## src/rtl/mips32_pkg.sv

```systemverilog
// Shared MIPS32 pipeline constants: hazard FSM state encodings, register-zero index
// and the packed stage-control bundle used by the hazard unit.
package mips32_pkg;

  localparam logic [1:0] StRun     = 2'd0;
  localparam logic [1:0] StMdBusy  = 2'd1;
  localparam logic [1:0] StMemWait = 2'd2;

  localparam logic [4:0] RegZero = 5'd0;

  // Wide enough for the largest legal MD_CYCLES-1 (62).
  localparam int unsigned MdCntW = 6;

  typedef struct packed {
    logic pcWrite;
    logic ifIdWrite;
    logic idExWrite;
    logic exMemWrite;
    logic memWbWrite;
    logic ifIdFlush;
    logic idExFlush;
  } hazCtrlT;

  localparam hazCtrlT CtrlRun    = 7'b11111_00;
  localparam hazCtrlT CtrlStall  = 7'b00111_01;
  localparam hazCtrlT CtrlFlush  = 7'b11111_11;
  localparam hazCtrlT CtrlFreeze = 7'b00000_00;

  // True when an ID source operand depends on a non-zero EX destination.
  function automatic logic srcHit(input logic rdEn, input logic [4:0] src,
                                  input logic [4:0] dest);
    return rdEn && (src == dest) && (dest != RegZero);
  endfunction

endpackage

```

## src/rtl/hazard_md_counter.sv

```systemverilog
// Mult/div occupancy down-counter: load MD_CYCLES-1, decrement when enabled, flag zero.
module hazard_md_counter
  import mips32_pkg::*;
#(
  parameter int unsigned MD_CYCLES = 32
) (
  input  logic clock,
  input  logic reset,
  input  logic load,
  input  logic decEn,
  output logic isZero
);

  localparam logic [MdCntW-1:0] LoadVal = MdCntW'(MD_CYCLES - 1);

  logic [MdCntW-1:0] cntQ, cntD;

  always_comb begin
    cntD = cntQ;
    if (load) begin
      cntD = LoadVal;
    end else if (decEn && (cntQ != '0)) begin
      cntD = cntQ - MdCntW'(1);
    end
  end

  always_ff @(posedge clock) begin
    if (reset) begin
      cntQ <= '0;
    end else begin
      cntQ <= cntD;
    end
  end

  assign isZero = (cntQ == '0);

endmodule

```

## src/rtl/hazard_control.sv

```systemverilog
// Pipeline hazard unit: load-use stall, branch flush, memory-wait freeze and stall counting.
// Define HAZARD_MULDIV_EN to add the mult/div busy state, counter and mdBusy tracking.
module hazard_control
  import mips32_pkg::*;
#(
  parameter int unsigned MD_CYCLES = 32,
  parameter int unsigned CNT_W     = 16
) (
  input  logic             clock,
  input  logic             reset,
  input  logic [4:0]       rsId,
  input  logic [4:0]       rtId,
  input  logic             useRsId,
  input  logic             useRtId,
  input  logic [4:0]       destRegEx,
  input  logic             memReadEx,
  input  logic             branchTakenEx,
  input  logic             mdStartEx,
  input  logic             mdUseId,
  input  logic             memReady,
  input  logic             memReqMem,
  output logic             pcWrite,
  output logic             ifIdWrite,
  output logic             idExWrite,
  output logic             exMemWrite,
  output logic             memWbWrite,
  output logic             ifIdFlush,
  output logic             idExFlush,
  output logic             mdBusy,
  output logic [CNT_W-1:0] stallCount
);

  logic [1:0]       stateQ, stateD;
  logic [CNT_W-1:0] stallQ, stallD;
  logic             loadUse, freeze, mdHaz;
  hazCtrlT          ctrl;

  assign loadUse = memReadEx &&
                   (srcHit(useRsId, rsId, destRegEx) || srcHit(useRtId, rtId, destRegEx));

  // A pending MEM access freezes the cycle it is seen, not one cycle later.
  assign freeze = ((stateQ == StMemWait) || memReqMem) && !memReady;

`ifdef HAZARD_MULDIV_EN
  logic [1:0] retQ, retD;
  logic [1:0] effState;
  logic       mdLoad, mdDec, mdZero;

  // The release cycle of a memory wait behaves as the interrupted state.
  assign effState = (stateQ == StMemWait) ? retQ : stateQ;
  assign mdHaz    = (effState == StMdBusy) && mdUseId;
  assign mdLoad   = !freeze && (effState == StRun) && mdStartEx;
  assign mdDec    = !freeze && (effState == StMdBusy);
  assign mdBusy   = !reset && (effState == StMdBusy);

  hazard_md_counter #(
    .MD_CYCLES(MD_CYCLES)
  ) uMdCounter (
    .clock (clock),
    .reset (reset),
    .load  (mdLoad),
    .decEn (mdDec),
    .isZero(mdZero)
  );

  always_comb begin
    stateD = effState;
    retD   = retQ;
    if (freeze) begin
      stateD = StMemWait;
      retD   = effState;
    end else if (mdLoad) begin
      stateD = StMdBusy;
    end else if ((effState == StMdBusy) && mdZero) begin
      stateD = StRun;
    end
  end

  always_ff @(posedge clock) begin
    if (reset) begin
      retQ <= StRun;
    end else begin
      retQ <= retD;
    end
  end
`else
  logic unusedMd;
  assign unusedMd = ^{mdStartEx, mdUseId, (MD_CYCLES != 0), StMdBusy};
  assign mdHaz    = 1'b0;
  assign mdBusy   = 1'b0;

  always_comb begin
    stateD = freeze ? StMemWait : StRun;
  end
`endif

  always_comb begin
    ctrl = CtrlRun;
    if (reset) begin
      ctrl = CtrlRun;
    end else if (freeze) begin
      ctrl = CtrlFreeze;
    end else if (branchTakenEx) begin
      ctrl = CtrlFlush;
    end else if (loadUse || mdHaz) begin
      ctrl = CtrlStall;
    end
  end

  always_comb begin
    stallD = stallQ;
    if (!ctrl.pcWrite && (stallQ != '1)) begin
      stallD = stallQ + CNT_W'(1);
    end
  end

  always_ff @(posedge clock) begin
    if (reset) begin
      stateQ <= StRun;
      stallQ <= '0;
    end else begin
      stateQ <= stateD;
      stallQ <= stallD;
    end
  end

  assign pcWrite    = ctrl.pcWrite;
  assign ifIdWrite  = ctrl.ifIdWrite;
  assign idExWrite  = ctrl.idExWrite;
  assign exMemWrite = ctrl.exMemWrite;
  assign memWbWrite = ctrl.memWbWrite;
  assign ifIdFlush  = ctrl.ifIdFlush;
  assign idExFlush  = ctrl.idExFlush;
  assign stallCount = stallQ;

endmodule

```

## config.mk

```make
export PLATFORM = sky130hd
export DESIGN_NAME = hazard_control
export DESIGN_NICKNAME = d
export VERILOG_FILES = /design/src/rtl/mips32_pkg.sv /design/src/rtl/hazard_md_counter.sv /design/src/rtl/hazard_control.sv
export SDC_FILE = /design/constraint.sdc
export NUM_CORES = 1
export LEC_CHECK = 0
export CAP_MARGIN = 20
export CELL_PAD_IN_SITES_DETAIL_PLACEMENT = 1
export CELL_PAD_IN_SITES_GLOBAL_PLACEMENT = 1
export CORE_UTILIZATION = 33
export DETAILED_ROUTE_END_ITERATION = 6
export PLACE_DENSITY_LB_ADDON = 0.3
export SETUP_SLACK_MARGIN = 0.2
export SYNTH_ARGS = -nofsm -noshare
export SYNTH_HDL_FRONTEND = slang
export SYNTH_HIERARCHICAL = 1
export SYNTH_SLANG_ARGS = --single-unit
```

## constraint.sdc

```tcl
create_clock -name clock -period 3.5 [get_ports clock]
set_clock_uncertainty 0.05 [all_clocks]
set_input_delay 0.7 -clock clock [delete_from_list [all_inputs] [get_ports clock]]
set_output_delay 0.7 -clock clock [all_outputs]
set_load 0.02 [all_outputs]
```

* Yosys cells after proc, flatten, opt, wreduce, memory -nomap -nowiden *
Index checks and enable logic that the tools add are counted.

word-level totals
  register bits = 18
  logic and storage cells = 24
  output and inout bits = 24
  bits of input ports = 25

operators by class
  reduce and logical (&&, ||, !) cells = 12
  mux-type cells = 5
  add/subtract/negate cells = 1
  equality and inequality tests = 4

operator list
  cell                     number
  $mux W7                  4
  $add A16 B1 Y16 const B  1
  $ne A16 B16 Y1 const B   1
  $eq A5 B5 Y1             2
  $logic_and A1 B1 Y1      7
  $reduce_bool A5 Y1       1
  $eq A2 B2 Y1 const B     1
  $logic_not A1 Y1         2
  $logic_or A1 B1 Y1       2
  $mux W2                  1

* Depth between registers and ports, before layout *
  depth in word-level cells = 11
  depth in mapped cells = 9

* Least setup slack after synthesis *
No wires, ideal clock.

  kind = in2out
  start point = in destRegEx[1]
  end point = out pcWrite
  data required time = 2750 ps
  path slack = 646 ps
  cell stages on the path = 8
  buffers on the path = 3
  data arrival time = 2104 ps
  path through = or4_1 -> o21ai_2 -> nor3_1 -> a21o_4 -> inv_6 -> buf_12 -> buf_12 -> buf_4

between the ends
  longest elaborated chain between the ends = 9
  elaborated cells between the ends (all ways) = 13
  classes of those cells = eq/ne (2); mux (4); reduce/logical (7)

RTL lines
  element                           RTL line               source
  from (decl)                       hazard_control.sv:15   input logic [4:0] destRegEx,
  $eq A5 B5 Y1                      mips32_pkg.sv:32       return rdEn && (src == dest) && (dest != RegZero);
  $logic_and A1 B1 Y1 (2 in a row)  mips32_pkg.sv:32
  $logic_or A1 B1 Y1 (*)            hazard_control.sv:39   (srcHit(useRsId, rsId, destRegEx) || srcHit(useRtId, rtId, destRegEx));
  $logic_and A1 B1 Y1 (*)           hazard_control.sv:38   assign loadUse = memReadEx &&
  $mux W7 (*)                       hazard_control.sv:105  end else if (loadUse || mdHaz) begin
  $mux W7 (*)                       hazard_control.sv:103  end else if (branchTakenEx) begin
  $mux W7 (*)                       hazard_control.sv:101  end else if (freeze) begin
  $mux W7 (*)                       hazard_control.sv:99   if (reset) begin
  to (decl)                         hazard_control.sv:22   output logic pcWrite,

Mark *: on every way between the ends. The rest lies on a longest branch, timed or not.

* Worst setup path in the final report *
  start point = in destRegEx[1]
  end point = out ifIdWrite

between the ends
  longest elaborated chain between the ends = 9
  elaborated cells between the ends (all ways) = 13
  classes of those cells = eq/ne (2); mux (4); reduce/logical (7)

RTL lines
  element                           RTL line               source
  $eq A5 B5 Y1                      mips32_pkg.sv:32
  $logic_and A1 B1 Y1 (2 in a row)  mips32_pkg.sv:32
  $logic_or A1 B1 Y1 (*)            hazard_control.sv:39
  $logic_and A1 B1 Y1 (*)           hazard_control.sv:38
  $mux W7 (*)                       hazard_control.sv:105
  $mux W7 (*)                       hazard_control.sv:103
  $mux W7 (*)                       hazard_control.sv:101
  $mux W7 (*)                       hazard_control.sv:99
  to (decl)                         hazard_control.sv:23   output logic ifIdWrite,

Marks and branches as above.

==> metrics.log <==
[metrics] status: finished, final reports clean
[metrics] synthesized instance count: ~130
[metrics] NetSw: between 100 and 150 uW
[metrics] HPWL after DPL: about 2.6 mm
[metrics] number of clock sinks: 17
[metrics] clock tree from TritonCTS: built
[metrics] Sequential Area: roughly 340 um^2
[metrics] count of flip-flops with a built-in enable after synthesis: 0
[metrics] number of global-route vias before repair: around 1100
[metrics] share of the synthesized area in compound gates (AO/OA/AOI/OAI): a little over a fifth
[metrics] Antenna Violating Nets Remaining: 0
[metrics] width of the chip: roughly 61 um
[metrics] kind of end point of the critical path: output port
[metrics] power per unit of standard cell area: 239 nW/um^2
[metrics] number of instances in the placed design: approximately 220
[metrics] fraction of final layout cells with drive strength greater than 1: around 20%
[metrics] clock tree root driver cell: clkbuf_4
[metrics] fraction of the yosys area taken by sequential cells: between 20 and 30%
[metrics] routed length on met1: between 1 and 1.5 mm
[metrics] initial cell density of the core: 34.6%
[metrics] leakage power: around 0.56 nW
[metrics] Max stage delay cell, worst path: or4_4
[metrics] final sum of negative setup slack: 0 ns
[metrics] Final Power: 398 uW
[metrics] wire length of the first global-routing pass: around 5.4 mm
[metrics] share of flip-flops with an asynchronous set or reset after synthesis: 0%
[metrics] post-synthesis average cell area: slightly below 9 um^2
[metrics] number of endpoints failing setup at the final stage: 0
[metrics] Diodes inserted: 0
[metrics] drt first pass iters: 4
[metrics] GRT Resource Usage Total: 19.8%
[metrics] # H-tree levels: 1
[metrics] Worst VDD drop: between 200 and 250 uV
[metrics] data arrival time of the critical path: between 2 and 2.5 ns
[metrics] crit-path cells: clkdlybuf4s50_1, or4_4, o21ai_2, nor3_1, a21o_4, inv_6, clkdlybuf4s15_1
[metrics] worst path bufs/invs: 3
[metrics] max-cap violations: 0
[metrics] FILL cells: 410
[metrics] final critical-path share of the clock period: 92.5%
[metrics] library cell with the highest instance count after synthesis: dfxtp_1
[metrics] top cells by count, synth: 17 x dfxtp_1, 10 x xnor2_1, 9 x nand3_1, 8 x nand2_1, 8 x or4_1
[metrics] combined area of the multi-input logic cells: 703 um^2
[metrics] area growth from synthesis to final layout: 44.0%
[metrics] simple-gate portion of the synthesized area: a little over a quarter
[metrics] largest stage delay on the critical path: about 0.56 ns
[metrics] initial antenna violation count: 0
[metrics] maximum clock path buffer count: 2
[metrics] endpoints failing hold: 0
[metrics] type of the tightest min-delay check: flip-flop to flip-flop
[metrics] largest family of logic cells by synthesized area: simple AND/OR/NAND/NOR gates
[metrics] cell-internal power: between 200 and 300 uW
[metrics] number of warnings issued by yosys: 6
[metrics] highest metal layer with signal wires: met4
[metrics] Die Span Y: just over 60 um
[metrics] combined area of all synthesized cells: 1150 um^2
[metrics] via count: around 1200
[metrics] global-route congestion overflow total: 0
[metrics] placer's final routability congestion estimate: 0.743
[metrics] combinational fraction of design power: between 20 and 25%
[metrics] met3 wirelength from detailed routing: 128 um
[metrics] total wire length after detailed routing: approximately 3.4 mm
[metrics] count of pins over their slew limit: 0
[metrics] Flop pwr share: between 40 and 50%
[metrics] Top Ports: a little under 50
[metrics] dominant cell type by area after synthesis: dfxtp_1
[metrics] shortest clock period the worst path allows after layout: 3.24 ns
[metrics] proportion of total power due to net switching: about 28%
[metrics] share of total power in the clock network: 28.5%
[metrics] nets: slightly above 200
[metrics] PostCTS Resize Cnt: 3
[metrics] clock-pin slew on the worst setup and hold paths: 0.10 ns
[metrics] setup slack on the worst flop-to-flop path: between 1 and 1.5 ns
[metrics] flip-flop and latch count after synthesis: 17
[metrics] unrepaired setup endpoints after global routing: yes
[metrics] die area: ~3700 um^2
[metrics] main area contributors after synthesis: dfxtp_1 29%, xnor2_1 7.6%, or4_1 5.2%, nand3_1 3.9%, a21oi_2 3.8%
[metrics] Crit path max-delay family: buffers and inverters
[metrics] number of nets produced by synthesis: approximately 160
[metrics] number of distinct standard cells referenced by the synthesized netlist: 39
[metrics] Peak Freq: between 300 and 400 MHz
[metrics] clock latency at the later pin of the worst-skew pair: slightly above 0.3 ns
[metrics] area share of the leading cell type in the synthesized netlist: around 30%
[metrics] post-synthesis xor/xnor area fraction: under 10%
[metrics] port bufs: between 40 and 50
[metrics] Synth Area in Adders: between 1 and 1.5%
[metrics] maximum fanout along the worst path: 5
[metrics] TritonCTS Buffers: 3
[metrics] remaining design rule violation count: 0
[metrics] worst slew pin tran: roughly 0.77 ns
[metrics] WL per Instance: 15.4 um
[metrics] post-DR vias/cell: between 5 and 6
[metrics] CP required: approximately 2.8 ns
[metrics] startpoint kind of the worst setup timing path: input port
[metrics] prevailing post-synth register cell: dfxtp_1
[metrics] pin count of the biggest net entering global routing: 21
[metrics] initial detailed-routing violation count: 18
[metrics] worst slew margin relative to its limit: about half
[metrics] floorplan row count: 21
[metrics] Layout Cells excl Fill: between 200 and 250
[metrics] post-CTS setup buffer count: 0
[metrics] quantity of hold-fixing buffers added after cts: 0
[metrics] metal2 WL: ~1.8 mm
[metrics] core outline area: 3340 um^2
[metrics] multiplexer share of the synthesized area: just over 3%
[metrics] path type of the worst setup path: input port to output port
[power groups by stage]
stage               sequential (mW)  combinational (mW)  clock [mW]
floorplan                     0.202              0.0446           0
global placement              0.201              0.0854           0
detailed placement            0.201              0.0886           0
CTS                           0.197              0.0879       0.116
global route                  0.197              0.0952       0.121
finish                        0.197              0.0880       0.113
[flip-flops by register name (all words and copies together) (netlist names)]
signal / cells
stallCount: 16
stateQ: 1
[through the flow]
step | instance area (um^2) | worst slack [ns] | hold slack (ns) | utilization (%)
6_report | 1660 | 0.261 | 0.470 | 49.8
2_1_floorplan | 1150 | 0.646 | 0.479 | -
3_5_place_dp | 1630 | -0.0800 | 0.447 | 48.9
5_1_grt | 1660 | 0.166 | 0.498 | 49.8
4_1_cts | 1660 | 0.183 | 0.475 | 49.6
3_3_place_gp | 1630 | -0.0302 | 0.429 | 48.9
[placed cells by master, fill, tap and decap left out, types with 5 or more instances in the layout]
| master | synthesis | layout |
|---|---|---|
| xnor2_1 | 10 | 10 |
| dfxtp_1 | 17 | 17 |
| nand3_1 | 9 | 9 |
| nand4_1 | 5 | 5 |
| nand2_1 | 8 | 8 |
| clkdlybuf4s50_1 | 0 | 42 |
| buf_4 | 5 | 9 |
| a21oi_1 | 5 | 5 |
| a21oi_2 | 5 | 5 |
| or4_1 | 8 | 7 |
| nor2_1 | 7 | 7 |
[path summary, 6_finish.rpt]
check           startpoint        endpoint  cells after the start
min          stallCount[6]   stallCount[6]                      1
min reg2reg  stallCount[6]   stallCount[6]                      1
max           destRegEx[1]       ifIdWrite                      7
max reg2reg  stallCount[0]  stallCount[15]                      7
[metal layers]
layer / GRT usage (%) / vias up
met5: 0 / -
met2: 35.7 / 23
met3: 3.78 / 4
met1: 24.2 / 569
met4: 4.87 / 0
li1: - / 572
[cell families after synthesis]
kind of cell	count (synthesis)
simple gates	53
compound gates	29
flops	17
buf+inv	15
xor+xnor	10
mux	3
fa+ha+maj	1
other cells	1
[area by class of cell]
cell class	instances	area share, %
well taps	46	3.46
inverters	5	1.43
flip-flops and latches	17	20.5
multi-input cells	97	42.3
repair buffers	54	30.8
clock buffers	4	1.58
No activity file was read; power rests on OpenSTA's default activity.
==> edit 1: new RTL, same flow settings <==
The option `HAZARD_MULDIV_EN` is turned on by a define.
--- a/src/rtl/hazard_control.sv
+++ b/src/rtl/hazard_control.sv
@@ -1,5 +1,7 @@
 // Pipeline hazard unit: load-use stall, branch flush, memory-wait freeze and stall counting.
 // Define HAZARD_MULDIV_EN to add the mult/div busy state, counter and mdBusy tracking.
+`define HAZARD_MULDIV_EN
+
 module hazard_control
   import mips32_pkg::*;
 #(
Check against the original RTL: not equivalent (Yosys sat finds a counterexample within 4 cycles, from zero or initial values and one cycle with reset high).
==> edit 1 against the original RTL <==
- the run now ends with DRC left
- sequential cell count is 9 higher
- count of clock-buffer cells in the layout unchanged
- worst setup slack better by 57 ps
- core utilization down 2.2 points
- area after synthesis increased by 40%
- first-iteration DRC count grew to 2.6 times the old value
- sequential power rose by 64%
- final area up 35%
- non-clock buffer count is 6 higher
- power up 71%
- routed wire length increased by 21%
- synthesized cell count grew 50%
- worst hold slack lost 22 ps
==> edit 1: results (changes against the original RTL) <==
Status
  – Run status: finished, violations left (was finished, final reports clean)
  – Failing checks: DRC

Place
  – Placed cell area: 2195 um2 (was 1633 um2)
  – DP Cell Count: 309 (was 219)
  – Routability Congestion: 0.7993 (was 0.7425)
  – Port bufs: 48 (was 45)
  – Post-Place Setup Slack: -48.95 ps (was -80.00 ps)
  – DPL Wire Length: 3284 um (was 2629 um)

Synth
  – Seq/Total Area, Yosys: 32.17% (was 29.47%)
  – Yosys cell types: 47 (was 39)
  – Mean Syn Cell Area: 8.382 um2 (was 8.952 um2)
  – Synth area leaders: dfxtp_1, xnor2_1, a21oi_1 (was dfxtp_1, xnor2_1, or4_1)
  – Synth top cells by count: dfxtp_1, a21oi_1, nand2_1 (was dfxtp_1, xnor2_1, nand3_1)
  – Synth Area in Compound Gates: 26.53% (was 21.24%)
  – Mux cell area share after synthesis: 1.933% (was 3.034%)
  – Xor-xnor portion of the synthesized cell area: 5.414% (was 7.584%)
  – Asr flop ratio synth: 0% (unchanged)
  – Syn nets: 221 (was 155)

Global routing
  – GRT Overall Usage: 17.66% (was 19.84%)
  – Number of global-route vias before repair: 1641 (was 1136)
  – GR Layer Usage met2: 31.34% (was 35.71%)
  – First-pass GRT wire length: 7445 um (was 5388 um)
  – Largest net degree at the start of global routing: 26 (was 21)
  – Grt met1 use: 21.92% (was 24.23%)
  – M3 GR Usage: 4.861% (was 3.782%)

Route
  – Mean routed wirelength per cell: 13.34 um (was 15.42 um)
  – DRC Markers: 2 (was 0)
  – Total vias in the final route: 1671 (was 1168)
  – DRT Pass-1 Iters: 6 (was 4)
  – Initial drt markers: 46 (was 18)

Pwr
  – Worst VDD drop: 0.1640 mV (was 0.2200 mV)
  – Static Leak: 0.0007620 uW (was 0.0005552 uW)

Clock tree
  – Root Buffer: clkbuf_8 (was clkbuf_4)
  – Worst-Skew Late Latency: 270 ps (was 310 ps)

Setup path
  – Critical path arrival: 2430 ps (was 2490 ps)
  – Worst-path maximum fanout: 4 (was 5)

Final layout
  – Share of cells above drive strength 1: 9.756% (was 19.77%)
  – Layout Nets: 275 (was 204)
  – Layout fillers: 568 (was 410)
==> edit 1: cell count changes in the layout (fill, tap and decap cells not counted), moves of 4 or more <==
cell | unedited run | this run
o31ai_1 | 3 | 7
nor2_1 | 7 | 12
nor3_1 | 1 | 7
nand2_1 | 8 | 16
a21oi_2 | 5 | 0
dfxtp_1 | 17 | 26
clkbuf_8 | 0 | 4
a21oi_1 | 5 | 17
o21ai_0 | 0 | 7
==> edit 1: path summary, 6_finish.rpt <==
check	from	end	slack, ps	cells past startpoint
worst max register to register	stateQ[1]	stallCount[6]	1130	8
worst min-delay path	stallCount[8]	stallCount[8]	450	2
worst max-delay path	destRegEx[1]	ifIdWrite	320	7
worst min register to register	stallCount[8]	stallCount[8]	450	2
==> edit 1: what timing repair did <==
| action | CTS | global route |
|---|---|---|
| endpoints found under the setup margin | 3 | 2 |
| gates resized for setup | 3 | 3 |
| pin swaps | 0 | 0 |
==> edit 1: layout make-up <==
| cell class | count | area, um2 | share of cell area [%] |
|---|---|---|---|
| inverter | 8 | 32.53 | 1.447 |
| clock buffer | 4 | 55.05 | 2.449 |
| timing repair buffer | 60 | 569.3 | 25.32 |
| multi-input combinational | 148 | 987.2 | 43.91 |
| tap | 67 | 83.83 | 3.728 |
| sequential | 26 | 520.5 | 23.15 |
==> edit 1: metal layers <==
metal,part of all wire [%],vias up,wire (um)
li1,-,837,-
met1,47,790,1972
met2,47,42,1970
met3,5.3,2,220
met4,0.29,0,12
met5,0,-,0
==> edit 1: worst max-delay path: stages <==
cell and delay [ps]:
clkdlybuf4s50_1 420, or4_1 520, o21ai_1 160, nor3_1 100
o2bb2ai_4 160, inv_4 70, clkdlybuf4s15_1 290
==> edit 1: report_power, final <==
group	total (uW)	switching, uW	internal, uW
clock network	197	96.7	101
logic	161	80.6	80.2
registers	324	16.5	307
==> edit 2: new RTL, same settings <==
Without the edit above. Put one more register stage on the output `stallCount`. The value now appears one clock later. The other outputs are not delayed to match.
--- a/src/rtl/hazard_control.sv
+++ b/src/rtl/hazard_control.sv
@@ -131,7 +131,9 @@
   assign memWbWrite = ctrl.memWbWrite;
   assign ifIdFlush  = ctrl.ifIdFlush;
   assign idExFlush  = ctrl.idExFlush;
-  assign stallCount = stallQ;
+  always_ff @(posedge clock) begin
+    stallCount <= stallQ;
+  end
 
 endmodule
 
Formal check against the unedited RTL: not equivalent (a bounded check fails within 4 cycles, from zero or initial values and one cycle with reset high).
==> edit 2 against the original RTL <==
- the flow now finishes with violations (DRC)
- area after synthesis rose by 20%
- final cell count is 9.0% higher
- sequential cell count increased by 16
- power increased by 110%
- worst setup slack got worse by 32 ps
- register-to-register slack gained 190 ps
- final area is 21% higher
- combinational power is 7.4% lower
- routed wire length increased by 7.6%
- largest power group unchanged
==> edit 2: results (changes against the original RTL) <==
Global routing
  – Largest net degree at the start of global routing: 17 (was 21)
  – First-pass GRT wire length: 5865 um (was 5388 um)
  – GRT Overall Usage: 18.30% (was 19.84%)

Setup path
  – FF-to-FF End: stallQ[9] (was stallCount[15])
  – Worst r2r src: stallQ[3] (was stallCount[0])
  – R2R Setup Slk: 1210 ps (was 1020 ps)
  – Critical path arrival: 2520 ps (was 2490 ps)
  – End point of the critical path: pcWrite (was ifIdWrite)
  – Crit path from: destRegEx[0] (was destRegEx[1])

Pwr
  – Static Leak: 0.0007231 uW (was 0.0005552 uW)
  – Worst VDD drop: 0.1640 mV (was 0.2200 mV)

Final layout
  – Clkbuf count: 7 (was 4)
  – Share of cells above drive strength 1: 12.95% (was 19.77%)
  – Clk cell area share: 5.794% (was 1.580%)
  – Layout Nets: 218 (was 204)
  – Multi-input gate area: 651.9 um2 (was 703.2 um2)
  – Final Non-Filler Cells: 243 (was 223)
  – Buffering overhead: 24.98% (was 30.78%)

Hold path
  – Worst hold start: stallQ[6] (was stallCount[6])
  – Hold path cells: 0 (was 1)
  – Hold EP: stallCount[6] (unchanged)

Place
  – Post-Place Setup Slack: -187.3 ps (was -80.00 ps)
  – DPL Wire Length: 2818 um (was 2629 um)
  – Placed cell area: 1901 um2 (was 1633 um2)
  – DP Cell Count: 234 (was 219)
  – Routability Congestion: 0.7496 (was 0.7425)

Route
  – DRC Markers: 2 (was 0)
  – DRT Pass-1 Iters: 6 (was 4)
  – Initial drt markers: 30 (was 18)
  – Mean routed wirelength per cell: 15.23 um (was 15.42 um)

Synth
  – Mux cell area share after synthesis: 2.258% (was 3.034%)
  – Synth area leaders: dfxtp_1, xor2_1, or4_1 (was dfxtp_1, xnor2_1, or4_1)
  – Syn nets: 165 (was 155)
  – Synth Area in Compound Gates: 15.99% (was 21.24%)
  – Synthesis-stage register bit count: 33 (was 17)
  – Mean Syn Cell Area: 9.965 um2 (was 8.952 um2)
  – Yosys cell types: 41 (was 39)
  – Synth top cells by count: dfxtp_1, nand3_1, a21oi_1, xor2_1 (was dfxtp_1, xnor2_1, nand3_1)

Clock tree
  – Root Buffer: clkbuf_8 (was clkbuf_4)
  – Total CTS buffers: 5 (was 3)
  – CTS H-Tree Depth: 2 (was 1)
  – Worst-Skew Late Latency: 290 ps (was 310 ps)
  – Clock slew at reported path FFs: 60 ps (was 100 ps)

Status
  – Run status: finished, violations left (was finished, final reports clean)
  – Failing checks: DRC

STA
  – WHS: 334.0 ps (was 469.8 ps)
  – PnR worst setup slack: 229.0 ps (was 261.5 ps)
edit 2: cell types whose count changed after synthesis, moves of 4 or more:
cell	unedited run	this run
a21oi_2	5	0
dfxtp_1	17	33
xor2_1	0	8
nor4_1	0	4
xnor2_1	10	2
o21ai_0	0	4
nand4_1	5	1
edit 2: layer usage:
layer  part of all wire (%)  wire [um]  global-route usage [%]  up-vias
met4                    1.7         64                   9.043        0
met1                     38       1392                   17.54      627
met3                    5.2        192                   5.308        6
met2                     55       2052                   34.85       41
met5                      0          0                       0        -
li1                       -          -                       -      616
edit 2: where the power goes:
group	internal, uW	switching [uW]
Clock	232	134
Combinational	43.8	37.7
Sequential	378	1.84
Total	654	174
edit 2: what timing repair did:
item | in CTS | in global routing
setup endpoints to repair | 3 | 2
setup buffers | 1 | 0
resized for setup | 10 | 2
pin swaps | 3 | 3
